File: config.mk
export PLATFORM = sky130hd
export DESIGN_NAME = oled_spi_arbiter
export DESIGN_NICKNAME = d
export VERILOG_FILES = /design/src/rtl/oled_pkg.sv /design/src/rtl/oled_arb_picker.sv /design/src/rtl/oled_spi_arbiter.sv
export SDC_FILE = /design/constraint.sdc
export NUM_CORES = 1
export LEC_CHECK = 0
export CAP_MARGIN = 10
export CORE_MARGIN = 2
export CORE_UTILIZATION = 25
export CTS_BUF_LIST = sky130_fd_sc_hd__clkbuf_8 sky130_fd_sc_hd__clkbuf_16
export DETAILED_ROUTE_END_ITERATION = 6
export HOLD_SLACK_MARGIN = 0.02
export MAX_ROUTING_LAYER = met4
export PLACE_DENSITY = 0.43
export SLEW_MARGIN = 20
export SYNTH_ARGS = -nofsm -noshare
export SYNTH_HDL_FRONTEND = slang
export SYNTH_HIERARCHICAL = 1
export SYNTH_SLANG_ARGS = --single-unit
File: constraint.sdc
create_clock -name clk_in -period 2 [get_ports clk_in]
set_input_delay 0.5 -clock clk_in [delete_from_list [all_inputs] [get_ports clk_in]]
set_output_delay 0.5 -clock clk_in [all_outputs]
set_load 0.02 [all_outputs]
File: src/rtl/oled_pkg.sv
// Shared types and constants for the SSD1306 SPI arbiter: FSM state encoding,
// channel indices and D/C levels.
package oled_pkg;

    typedef enum logic [2:0] {
        ST_IDLE,
        ST_SETUP,
        ST_LOAD,
        ST_BLANK,
        ST_SHIFT,
        ST_HOLD,
        ST_GAP
    } oled_arb_state_t;

    localparam logic OLED_CH_CMD  = 1'b0;
    localparam logic OLED_CH_DATA = 1'b1;

    localparam logic OLED_DC_CMD  = 1'b0;
    localparam logic OLED_DC_DATA = 1'b1;

endpackage

File: src/rtl/oled_arb_picker.sv
// Grant decision for the two SPI producers; the result is always one-hot or zero.
// Build option OLED_ARB_ROUND_ROBIN_EN adds an alternating pointer, otherwise channel 0 wins.
module oled_arb_picker
    import oled_pkg::*;
(
    input  logic       clk_in,
    input  logic       resetn,
    input  logic [1:0] req_valid,
    input  logic       burst_done,
    output logic [1:0] pick
);

`ifdef OLED_ARB_ROUND_ROBIN_EN
    logic rr_ptr;

    // The pointer flips after every finished or forced burst, whoever owned it.
    always_ff @(posedge clk_in or negedge resetn) begin
        if (!resetn) begin
            rr_ptr <= OLED_CH_CMD;
        end else if (burst_done) begin
            rr_ptr <= ~rr_ptr;
        end
    end

    always_comb begin
        pick = 2'b00;
        if (req_valid[rr_ptr]) begin
            pick[rr_ptr] = 1'b1;
        end else if (req_valid[~rr_ptr]) begin
            pick[~rr_ptr] = 1'b1;
        end
    end
`else
    logic unused_picker;
    assign unused_picker = ^{clk_in, resetn, burst_done};

    always_comb begin
        pick = 2'b00;
        if (req_valid[OLED_CH_CMD]) begin
            pick[OLED_CH_CMD] = 1'b1;
        end else if (req_valid[OLED_CH_DATA]) begin
            pick[OLED_CH_DATA] = 1'b1;
        end
    end
`endif

endmodule

File: src/rtl/oled_spi_arbiter.sv
// Shares one SSD1306 SPI shift register between the command and display-data producers,
// owning chip select and D/C for the whole burst. Build option: OLED_ARB_ROUND_ROBIN_EN.
module oled_spi_arbiter
    import oled_pkg::*;
#(
    parameter int unsigned CS_GAP       = 2,
    parameter int unsigned HOLD_TIMEOUT = 255
) (
    input  logic       clk_in,
    input  logic       resetn,
    input  logic [1:0] req_valid,
    input  logic [7:0] req_data0,
    input  logic [7:0] req_data1,
    input  logic [1:0] req_dc,
    input  logic [1:0] req_last,
    output logic [1:0] req_ready,
    output logic       sr_start,
    output logic [7:0] sr_data,
    input  logic       sr_ready,
    output logic       oled_csn,
    output logic       oled_dc,
    output logic [1:0] grant,
    output logic       timeout_err
);

    localparam logic [7:0] GAP_LOAD   = 8'(CS_GAP - 1);
    localparam logic [7:0] HOLD_LIMIT = 8'(HOLD_TIMEOUT - 1);
    localparam bit         HOLD_EN    = (HOLD_TIMEOUT != 0);

    oled_arb_state_t state;
    logic            owner_q;
    logic            last_q;
    logic [7:0]      byte_q;
    logic [7:0]      gap_cnt;
    logic [7:0]      hold_cnt;

    logic [1:0]      pick;
    logic            pick_ch;
    logic [7:0]      idle_byte;
    logic [7:0]      hold_byte;
    logic            burst_done;

    assign pick_ch    = pick[OLED_CH_DATA];
    assign idle_byte  = (pick_ch == OLED_CH_DATA) ? req_data1 : req_data0;
    assign hold_byte  = (owner_q == OLED_CH_DATA) ? req_data1 : req_data0;
    assign burst_done = ((state == ST_SHIFT) && sr_ready && last_q) ||
                        ((state == ST_HOLD) && timeout_err);

    oled_arb_picker u_picker (
        .clk_in     (clk_in),
        .resetn     (resetn),
        .req_valid  (req_valid),
        .burst_done (burst_done),
        .pick       (pick)
    );

    always_ff @(posedge clk_in or negedge resetn) begin
        if (!resetn) begin
            state       <= ST_IDLE;
            owner_q     <= OLED_CH_CMD;
            last_q      <= 1'b0;
            byte_q      <= 8'h00;
            gap_cnt     <= 8'h00;
            hold_cnt    <= 8'h00;
            req_ready   <= 2'b00;
            sr_start    <= 1'b0;
            sr_data     <= 8'h00;
            oled_csn    <= 1'b1;
            oled_dc     <= OLED_DC_CMD;
            grant       <= 2'b00;
            timeout_err <= 1'b0;
        end else begin
            sr_start    <= 1'b0;
            req_ready   <= 2'b00;
            timeout_err <= 1'b0;
            case (state)
                ST_IDLE: begin
                    if (|req_valid) begin
                        owner_q  <= pick_ch;
                        byte_q   <= idle_byte;
                        last_q   <= req_last[pick_ch];
                        oled_dc  <= req_dc[pick_ch];
                        grant    <= pick;
                        oled_csn <= 1'b0;
                        state    <= ST_SETUP;
                    end
                end
                ST_SETUP: begin
                    sr_start           <= 1'b1;
                    sr_data            <= byte_q;
                    req_ready[owner_q] <= 1'b1;
                    hold_cnt           <= 8'h00;
                    state              <= ST_LOAD;
                end
                ST_LOAD: begin
                    state <= ST_BLANK;
                end
                // The shift register only drops sr_ready a cycle after the load pulse.
                ST_BLANK: begin
                    state <= ST_SHIFT;
                end
                ST_SHIFT: begin
                    if (sr_ready) begin
                        if (last_q) begin
                            oled_csn <= 1'b1;
                            grant    <= 2'b00;
                            gap_cnt  <= GAP_LOAD;
                            state    <= ST_GAP;
                        end else begin
                            state <= ST_HOLD;
                        end
                    end
                end
                ST_HOLD: begin
                    if (timeout_err) begin
                        oled_csn <= 1'b1;
                        grant    <= 2'b00;
                        gap_cnt  <= GAP_LOAD;
                        state    <= ST_GAP;
                    end else if (req_valid[owner_q]) begin
                        last_q             <= req_last[owner_q];
                        oled_dc            <= req_dc[owner_q];
                        sr_data            <= hold_byte;
                        sr_start           <= 1'b1;
                        req_ready[owner_q] <= 1'b1;
                        hold_cnt           <= 8'h00;
                        state              <= ST_LOAD;
                    end else begin
                        // Pulse on the last idle cycle; the release happens one cycle later.
                        if (HOLD_EN && (hold_cnt == HOLD_LIMIT)) begin
                            timeout_err <= 1'b1;
                        end
                        if (hold_cnt != 8'hFF) begin
                            hold_cnt <= hold_cnt + 8'h01;
                        end
                    end
                end
                ST_GAP: begin
                    if (gap_cnt == 8'h00) begin
                        state <= ST_IDLE;
                    end else begin
                        gap_cnt <= gap_cnt - 8'h01;
                    end
                end
                default: begin
                    state <= ST_IDLE;
                end
            endcase
        end
    end

endmodule
## Word-level counts from Yosys, hierarchy flattened

Index checks and enable logic that the tools add are counted.
Widths: inputs -> output; s select.

| storage, ports and cells | value |
|---|---|
| flip-flop bits (word level) | 45 |
| input port bits | 25 |
| output and inout port bits | 16 |
| word-level logic and storage cells | 115 |

| operators by class | value |
|---|---|
| add/sub/neg operators | 2 |
| order comparisons | 3 |
| eq/ne operators | 18 |
| multiplexer cells | 64 |
| reduce and logical (&&, ||, !) cells | 15 |

Operator list:

| operator | count |
|---|---|
| $mux 8 | 11 |
| $pmux 8 s2 | 2 |
| $mux 1 | 30 |
| $pmux 8 s3 | 1 |
| $pmux 3 s7 | 1 |
| $mux 3 | 5 |
| $mux 2 | 7 |
| $ne 2x2->1 const B | 7 |
| $reduce_and 5->1 | 2 |
| $eq 3x3->1 const B | 3 |
| $add 8x1->8 const B | 1 |
| $eq 8x8->1 const B | 1 |
| $logic_not 8->1 | 1 |
| $ne 8x8->1 const B | 1 |
| $reduce_and 4->1 | 2 |
| $sub 8x1->8 const B | 1 |
| $eq 3x2->1 const B | 2 |
| $pmux 1 s2 | 3 |
| $pmux 2 s3 | 1 |
| $reduce_and 3->1 | 2 |
| $reduce_bool 3->1 | 2 |
| $lt 1x2->1 const B | 2 |
| $pmux 2 s2 | 1 |
| $reduce_bool 2->1 | 2 |
| other kinds (11) | 11 |

## Depth between registers and ports, before layout

Gate-level depths: netlist of the first run.

| depth | value |
|---|---|
| depth after elaboration | 7 |
| gate-level depth with buffers | 7 |
| depth with buffers taken out | 6 |

## Cells and area by module

Netlist of the first run, hierarchy kept.

By module, submodules not included:

| module | times used | cells each | area an instance (sq um) | seq. area each (sq um) |
|---|---|---|---|---|
| oled_spi_arbiter | 1 | 261 | 2,487.4 | 1,127.3 |
| oled_arb_picker | 1 | 2 | 21.3 | 0.0 |

## Worst setup path after synthesis of the first run

Ideal clock, no wire load.

| timing | value |
|---|---|
| path kind | in2reg |
| start | in req_valid[0] |
| end | reg hold_cnt[1] |
| setup time | 128 ps |
| data arrival time | 1,621 ps |
| required time | 1,872 ps |
| setup slack | 251 ps |
| stages | 4 |
| buffers on the path | 0 |
| path through | mux2_4 nor4_4 nor2_2 mux2_1 |

| on the way | value |
|---|---|
| word-level cells in the longest chain between the ends | 5 |
| elaborated cells on any way between the ends | 7 |
| classes of those cells | eq/ne (1); mux (5); reduce/logical (1) |

RTL lines:

| item | line | text |
|---|---|---|
| from (decl) | oled_spi_arbiter.sv:11 | `input logic [1:0] req_valid,` |
| $mux 1 (not written as such) (*) (2 in a row) | oled_spi_arbiter.sv:120 | `end else if (req_valid[owner_q]) begin` |
| $mux 8 | oled_spi_arbiter.sv:120 |  |
| $mux 8 | oled_spi_arbiter.sv:115 | `if (timeout_err) begin` |
| $pmux 8 s2 | oled_spi_arbiter.sv:76 | `case (state)` |
| to (signal assigned) | oled_spi_arbiter.sv:134 | `hold_cnt <= hold_cnt + 8'h01;` |
| to (decl) | oled_spi_arbiter.sv:35 | `logic [7:0] hold_cnt;` |

Every way passes the cells marked *; elsewhere a longest branch is shown, timed or not. The select of a mux whose other input is x is not followed.
A chain may end at the register's enable or synchronous reset.

## Worst setup path in the final report of the first run

| timing | value |
|---|---|
| start | reg oled_csn |
| end | out oled_csn |

RTL lines:

| item | line | text |
|---|---|---|
| from (decl) | oled_spi_arbiter.sv:20 | `output logic oled_csn,` |
| from (signal assigned) | oled_spi_arbiter.sv:68 | `oled_csn <= 1'b1;` |
| from (signal assigned) | oled_spi_arbiter.sv:84 | `oled_csn <= 1'b0;` |
| from (signal assigned) | oled_spi_arbiter.sv:105 | `oled_csn <= 1'b1;` |

No word-level cell between the ends.

==> summary.txt, run 1 <==
STA
  – Max-slew headroom: 0.626
  – RSZ-0062 raised after global routing: no
  – Worst Hold Slack: 0.134 ns
  – Total negative slack: 0 ns
  – Final setup violating endpoints: 0
  – Min cycle time layout: 1.92 ns
  – Worst-Margin Slew: 0.560 ns
  – Pins Over Slew Limit: 0
  – Maximum clock rate: 520 MHz
  – Final worst path period share: 0.962
  – Clk_skew: 0.0105 ns
  – Final number of hold-violating endpoints: 0

Yosys
  – Synth Instances: 263
  – Register area share after synthesis: 0.449
  – Synthesized cell area: 2510 µm²
  – Post-synth EDFFs: 0
  – Synth cell types: 46
  – Post-Syn Nets: 292
  – Top FF cell, synth: dfrtp_1
  – Synthesized area per cell: 9.54 µm²
  – Yosys reg bits: 45
  – Async set-reset flop share out of synthesis: 1.00
  – Yosys Warn Count: 6

Clock network
  – # hold bufs at CTS: 0
  – Post-cts repair resize count: 0
  – Clk sinks: 45
  – CTS Buf Count: 5
  – Largest buffer count on any clock path: 2
  – Clock root buffer master: clkbuf_8
  – Clk_lat worst skew: 0.30 ns
  – CTS tree: yes
  – Worst-path clk slew: 0.09 ns
  – CTS H-tree depth: 2
  – Postcts setup bufs: 0

Global route
  – Total Routing Usage GR: 0.125
  – Global-route congestion overflow total: 0
  – Largest net degree at the start of global routing: 31
  – First-pass GRT wire length: 10700 µm
  – Number of antenna violations at the first check in global routing: 0
  – Vias in the first global route: 2068

Power
  – Combinational Power Share: 0.488
  – Leakage: 1.38 nW
  – P_int: 2.56 mW
  – Flop pwr share: 0.346
  – Pwr Density: 1280 nW/µm²
  – Clock Power Share: 0.166
  – Switching Fraction: 0.398
  – Sw Pwr: 1.69 mW
  – VDD IR max: 0.000493 V

Run
  – Max cap viols: 0

Floorplan
  – Die X: 104 µm
  – Die Height: 104 µm
  – Row count: 36
  – Core area: 9770 µm²
  – Num ports: 41
  – Initial core utilization: 0.257
  – Die area: 10900 µm²

Route
  – Routed wire length per instance: 13.7 µm
  – DRC: 0
  – DR pass1 iterations: 4
  – Vias: 2078
  – DRT iter0 DRCs: 72
  – Via density: 4.59
  – Final WL: 6210 µm
  – ANT nets after route: 0

Worst setup path
  – Critical path endpoint category: output pin
  – Worst path buffer plus inverter count: 1
  – Worst Path Arrival: 1.42 ns
  – Worst Path Max Fanout: 2
  – Largest delay share family, worst path: buffers and inverters
  – Critical Path Source: oled_csn
  – Crit-path slowest cell: clkdlybuf4s50_1
  – Reg-to-reg startpoint: gap_cnt[1]
  – Crit path cell chain: clkdlybuf4s50_1
  – Crit path depth: 1
  – Worst path max stage delay: 0.60 ns
  – Critical Path RT: 1.50 ns
  – R2R depth: 6
  – Critical Path Source Type: flop
  – Crit Path Class: flop to output pin

Finish
  – Layout cells sized above 1: 0.147
  – Storage element area: 1130 µm²
  – Area grow syn2layout: 32.3%
  – NumNets Final: 348
  – Non-filler cells, final: 453
  – Ant. Diodes: 0
  – Final core occ: 0.339
  – Multi-input combinational cell area: 1290 µm²
  – Filler cell count: 1033

Placed design
  – Placed cells: 445
  – I/O Buffers: 40
  – Gpl congestion: 0.750
  – Post-DP HPWL: 4610 µm

Run status
  – Status: finished, final reports clean

Min path
  – Hold WC Path Type: input pin to async pin
logic make-up (layout without fill, tap and decap cells):
group / Yosys count / in the layout / synth area share
XOR/XNOR: 1 / 1 / 0.00349
AO/OA/AOI/OAI: 75 / 75 / 0.177
buffers and inverters: 24 / 81 / 0.0419
flip-flops: 45 / 45 / 0.449
multiplexers: 28 / 28 / 0.116
adder cells (fa/ha/maj): 4 / 4 / 0.0200
AND/OR/NAND/NOR: 86 / 86 / 0.193
final cells by class:
class	count	share of cell area
Tap cell	133	0.0502
Multi-Input combinational cell	194	0.388
Inverter	10	0.0113
Clock buffer	5	0.0207
Timing Repair Buffer	63	0.176
Sequential cell	45	0.340
Clock inverter	3	0.0140
metrics by stage:
step / power [mW] / cell area, µm² / setup slack (ns)
2_1_floorplan: 2.76 / 2510 / 0.251
3_3_place_gp: 3.57 / 3190 / -0.242
3_5_place_dp: 3.56 / 3190 / -0.285
4_1_cts: 4.28 / 3300 / 0.0102
5_1_grt: 4.60 / 3320 / 0.000169
6_report: 4.25 / 3320 / 0.0751
sequential cells by signal, summed over array words and instances, names as in the netlist:
signal	count
byte_q	8
gap_cnt	8
hold_cnt	8
sr_data	8
state	3
grant	2
req_ready	2
last_q	1
oled_csn	1
oled_dc	1
owner_q	1
sr_start	1
timeout_err	1
power by group through the flow:
stage	sequential (mW)	combinational, mW	clock (mW)
3_3_place_gp	1.49	2.07	0
2_1_floorplan	1.58	1.18	0
5_1_grt	1.52	2.31	0.770
6_report	1.47	2.07	0.705
4_1_cts	1.47	2.08	0.734
3_5_place_dp	1.49	2.07	0
layout by cell type (no fill, tap or decap), types with 2 or more instances in the layout:
cell type / Yosys / routed
nand2_1: 19 / 19
nand2b_1: 3 / 3
buf_4: 2 / 22
dfrtp_1: 44 / 43
nor3_1: 10 / 10
o21ai_0: 31 / 31
o31ai_1: 4 / 4
nand3b_1: 3 / 3
inv_1: 10 / 10
nand4_1: 4 / 4
nor2_1: 15 / 15
a21o_1: 2 / 2
ha_1: 4 / 4
clkbuf_8: 0 / 5
a22o_1: 6 / 6
o31a_1: 2 / 2
nand3_1: 8 / 8
clkdlybuf4s50_1: 0 / 38
nor2b_1: 5 / 5
or3_1: 4 / 4
mux2i_1: 22 / 22
or4_1: 5 / 4
a21oi_1: 22 / 22
mux2_2: 4 / 4
per-layer routing:
layer	routed length (µm)	track usage
met5	0	-
met4	46	0.0319
met3	119	0.0182
met2	2730	0.185
met1	3310	0.178
Yosys cell counts (3+ instances only):
cell type,number,area (µm²)
nand2b_1,3,18.8
nor3_1,10,50.1
a21oi_1,22,110
nand3b_1,3,22.5
dfrtp_1,44,1100
o31ai_1,4,30.0
inv_1,10,37.5
mux2_2,4,45.0
nor2b_1,5,31.3
nor2_1,15,56.3
buf_2,6,30.0
clkbuf_1,6,22.5
nand4_1,4,25.0
or3_1,4,25.0
or4_1,5,37.5
o21ai_0,31,155
a22o_1,6,52.6
nand3_1,8,40.0
mux2i_1,22,220
nand2_1,19,71.3
ha_1,4,50.1
path summary, 6_finish.rpt:
path                          endpoint  slack [ns]
max                           oled_csn        0.08
min in group clk_in          byte_q[1]        0.48
max in group asynchronous  timeout_err        1.35
min                         gap_cnt[3]        0.13
min reg2reg                  byte_q[1]        0.48
max reg2reg                   state[2]        0.11
(Power assumes the default switching activity.)
==> inputs of run 2 (changes only) <==
--- a/config.mk
+++ b/config.mk
@@ -12,9 +12,10 @@
 export DETAILED_ROUTE_END_ITERATION = 6
 export HOLD_SLACK_MARGIN = 0.02
 export MAX_ROUTING_LAYER = met4
-export PLACE_DENSITY = 0.43
+export PLACE_DENSITY = 0.45
 export SLEW_MARGIN = 20
 export SYNTH_ARGS = -nofsm -noshare
 export SYNTH_HDL_FRONTEND = slang
 export SYNTH_HIERARCHICAL = 1
 export SYNTH_SLANG_ARGS = --single-unit
+export TNS_END_PERCENT = 10
==> run 2 against run 1 <==
Via count increased by 1.2%. Clock power is 2% lower. Register-to-register slack improved by 0.05 ns. Critical path depth stayed put. Design area shrank 0.68%. Critical endpoint unchanged.
==> summary.txt, run 2 (synthesis results as in run 1) <==
Route
  – ANT nets after route: 0 (unchanged)
  – Final WL: 6450 µm (+3.9%)
  – Vias: 2103 (+1.2%)
  – Via density: 4.65 (+1.4%)
  – DRC: 0 (unchanged)
  – DR pass1 iterations: 4 (unchanged)
  – DRT iter0 DRCs: 87 (+21%)
  – Routed wire length per instance: 14.3 µm (+4.2%)

STA
  – Maximum clock rate: 517 MHz (-0.47%)
  – Final worst path period share: 0.967 (+0.00453)
  – Clk_skew: 0.00576 ns (-0.00478 ns)
  – Final setup violating endpoints: 0 (unchanged)
  – Max-slew headroom: 0.598 (-0.0277)
  – RSZ-0062 raised after global routing: no
  – Worst-Margin Slew: 0.603 ns (+0.0430 ns)
  – Total negative slack: 0 ns (unchanged)
  – Final number of hold-violating endpoints: 0 (unchanged)
  – Pins Over Slew Limit: 0 (unchanged)
  – Worst Hold Slack: 0.168 ns (+0.0343 ns)
  – Min cycle time layout: 1.93 ns (+0.00905 ns)

Clock network
  – CTS H-tree depth: 2 (unchanged)
  – Worst-path clk slew: 0.09 ns (about the same)
  – Largest buffer count on any clock path: 2 (unchanged)
  – Clk sinks: 45 (unchanged)
  – Clock root buffer master: clkbuf_8
  – Clk_lat worst skew: 0.30 ns (about the same)
  – # hold bufs at CTS: 0 (unchanged)
  – CTS tree: yes
  – CTS Buf Count: 5 (unchanged)

Worst setup path
  – Crit path cell chain: clkdlybuf4s50_1
  – Worst path buffer plus inverter count: 1 (unchanged)
  – Crit Path Class: flop to output pin
  – Critical Path RT: 1.50 ns (about the same)
  – Largest delay share family, worst path: buffers and inverters
  – Crit-path slowest cell: clkdlybuf4s50_1
  – R2r setup slk: 0.16 ns (+0.05 ns)
  – Worst path max stage delay: 0.60 ns (about the same)
  – Critical path endpoint category: output pin
  – Critical Path Source Type: flop
  – Reg-to-reg endpoint: gap_cnt[3]
  – R2R depth: 6 (unchanged)
  – Worst Path Arrival: 1.43 ns (about the same)
  – Worst Path Max Fanout: 2 (unchanged)
  – Reg-to-reg startpoint: gap_cnt[1]

Run
  – Max cap viols: 0 (unchanged)

Floorplan
  – Initial core utilization: 0.257 (unchanged)
  – Num ports: 41 (unchanged)
  – Die X: 104 µm (unchanged)
  – Row count: 36 (unchanged)
  – Die Height: 104 µm (unchanged)
  – Die area: 10900 µm² (unchanged)
  – Core area: 9770 µm² (unchanged)

Power
  – VDD IR max: 0.000562 V (+14%)
  – Pwr Density: 1280 nW/µm² (+0.25%)
  – Leakage: 1.41 nW (+1.9%)
  – Tot Pwr: 4.23 mW (-0.43%)

Min path
  – Hold WC Path Type: input pin to async pin

Finish
  – Ant. Diodes: 0 (unchanged)
  – Filler cell count: 1047 (+1.4%)
  – Post-route cell area: 3300 µm² (-0.68%)
  – Non-filler cells, final: 452 (-0.22%)
  – NumNets Final: 347 (-0.29%)
  – Most frequent cells in the layout: 44 x dfrtp_1, 36 x clkdlybuf4s50_1, 31 x o21ai_0
  – Layout cells sized above 1: 0.135 (-0.0121)
  – Multi-input combinational cell area: 1280 µm² (-0.87%)
  – Area grow syn2layout: 31.4%
  – Storage element area: 1130 µm² (-0.11%)
  – Most common cell after layout, fill and taps aside: dfrtp_1

Global route
  – First-pass GRT wire length: 10800 µm (+0.77%)
  – Number of antenna violations at the first check in global routing: 0 (unchanged)
  – Total Routing Usage GR: 0.127 (+0.00273)
  – Largest net degree at the start of global routing: 46 (+48%)
  – Vias in the first global route: 2106 (+1.8%)
  – Global-route congestion overflow total: 0 (unchanged)

Placed design
  – Post-DP HPWL: 4620 µm (+0.40%)
  – I/O Buffers: 40 (unchanged)
  – Gpl congestion: 0.818 (+9.0%)
  – Placed instance area: 3180 µm² (-0.24%)
  – Placed cells: 444 (-0.22%)

Run status
  – Status: finished, final reports clean
==> run 2: changes by cell type in the layout (fill, tap and decap cells not counted), sizes merged <==
cell and change:
clkinvlp -1, dlymetal6s2s +2, clkdlybuf4s50 -2, inv +1
buf -1
==> run 2: how the worst max path moves through the flow <==
stage | start | to | slack (ns) | cells past startpoint
after floorplan | req_valid[0] | hold_cnt[1] | 0.25 | 4
after global placement | req_valid[0] | hold_cnt[3] | -0.29 | 5
after detailed placement | req_valid[0] | hold_cnt[3] | -0.29 | 5
after CTS | timeout_err | timeout_err | 0.02 | 1
after global routing | oled_csn | oled_csn | 0.03 | 1
final | oled_csn | oled_csn | 0.07 | 1
==> run 2: report_power, final <==
part           internal (mW)  switching, mW
Sequential              1.24          0.232
Clock                  0.366          0.325
Combinational          0.943           1.12
==> run 2: repair_timing <==
item	4_1_cts	5_1_grt
setup endpoints to repair	0	6
setup buffers	0	0
resized for setup	0	3
==> run 2: stage by stage <==
step	setup WS (ns)	utilization
final	0.0660	0.337
after global routing	0.0306	0.337
after CTS	0.0154	0.336
after detailed placement	-0.291	0.325
after global placement	-0.291	0.325
after floorplan	0.251	-
==> run 2: layout make-up <==
class	count	area share
Clock inverter	3	0.0118
Inverter	10	0.0114
Sequential cell	45	0.342
Multi-Input combinational cell	194	0.387
Clock buffer	5	0.0209
Tap cell	133	0.0505
Timing Repair Buffer	62	0.176
==> run 2: per-layer routing <==
| layer | global-route usage | part of all wire |
|---|---|---|
| met1 | 0.180 | 0.51 |
| met2 | 0.186 | 0.45 |
| met3 | 0.0263 | 0.028 |
| met4 | 0.0347 | 0.011 |
| met5 | - | 0 |
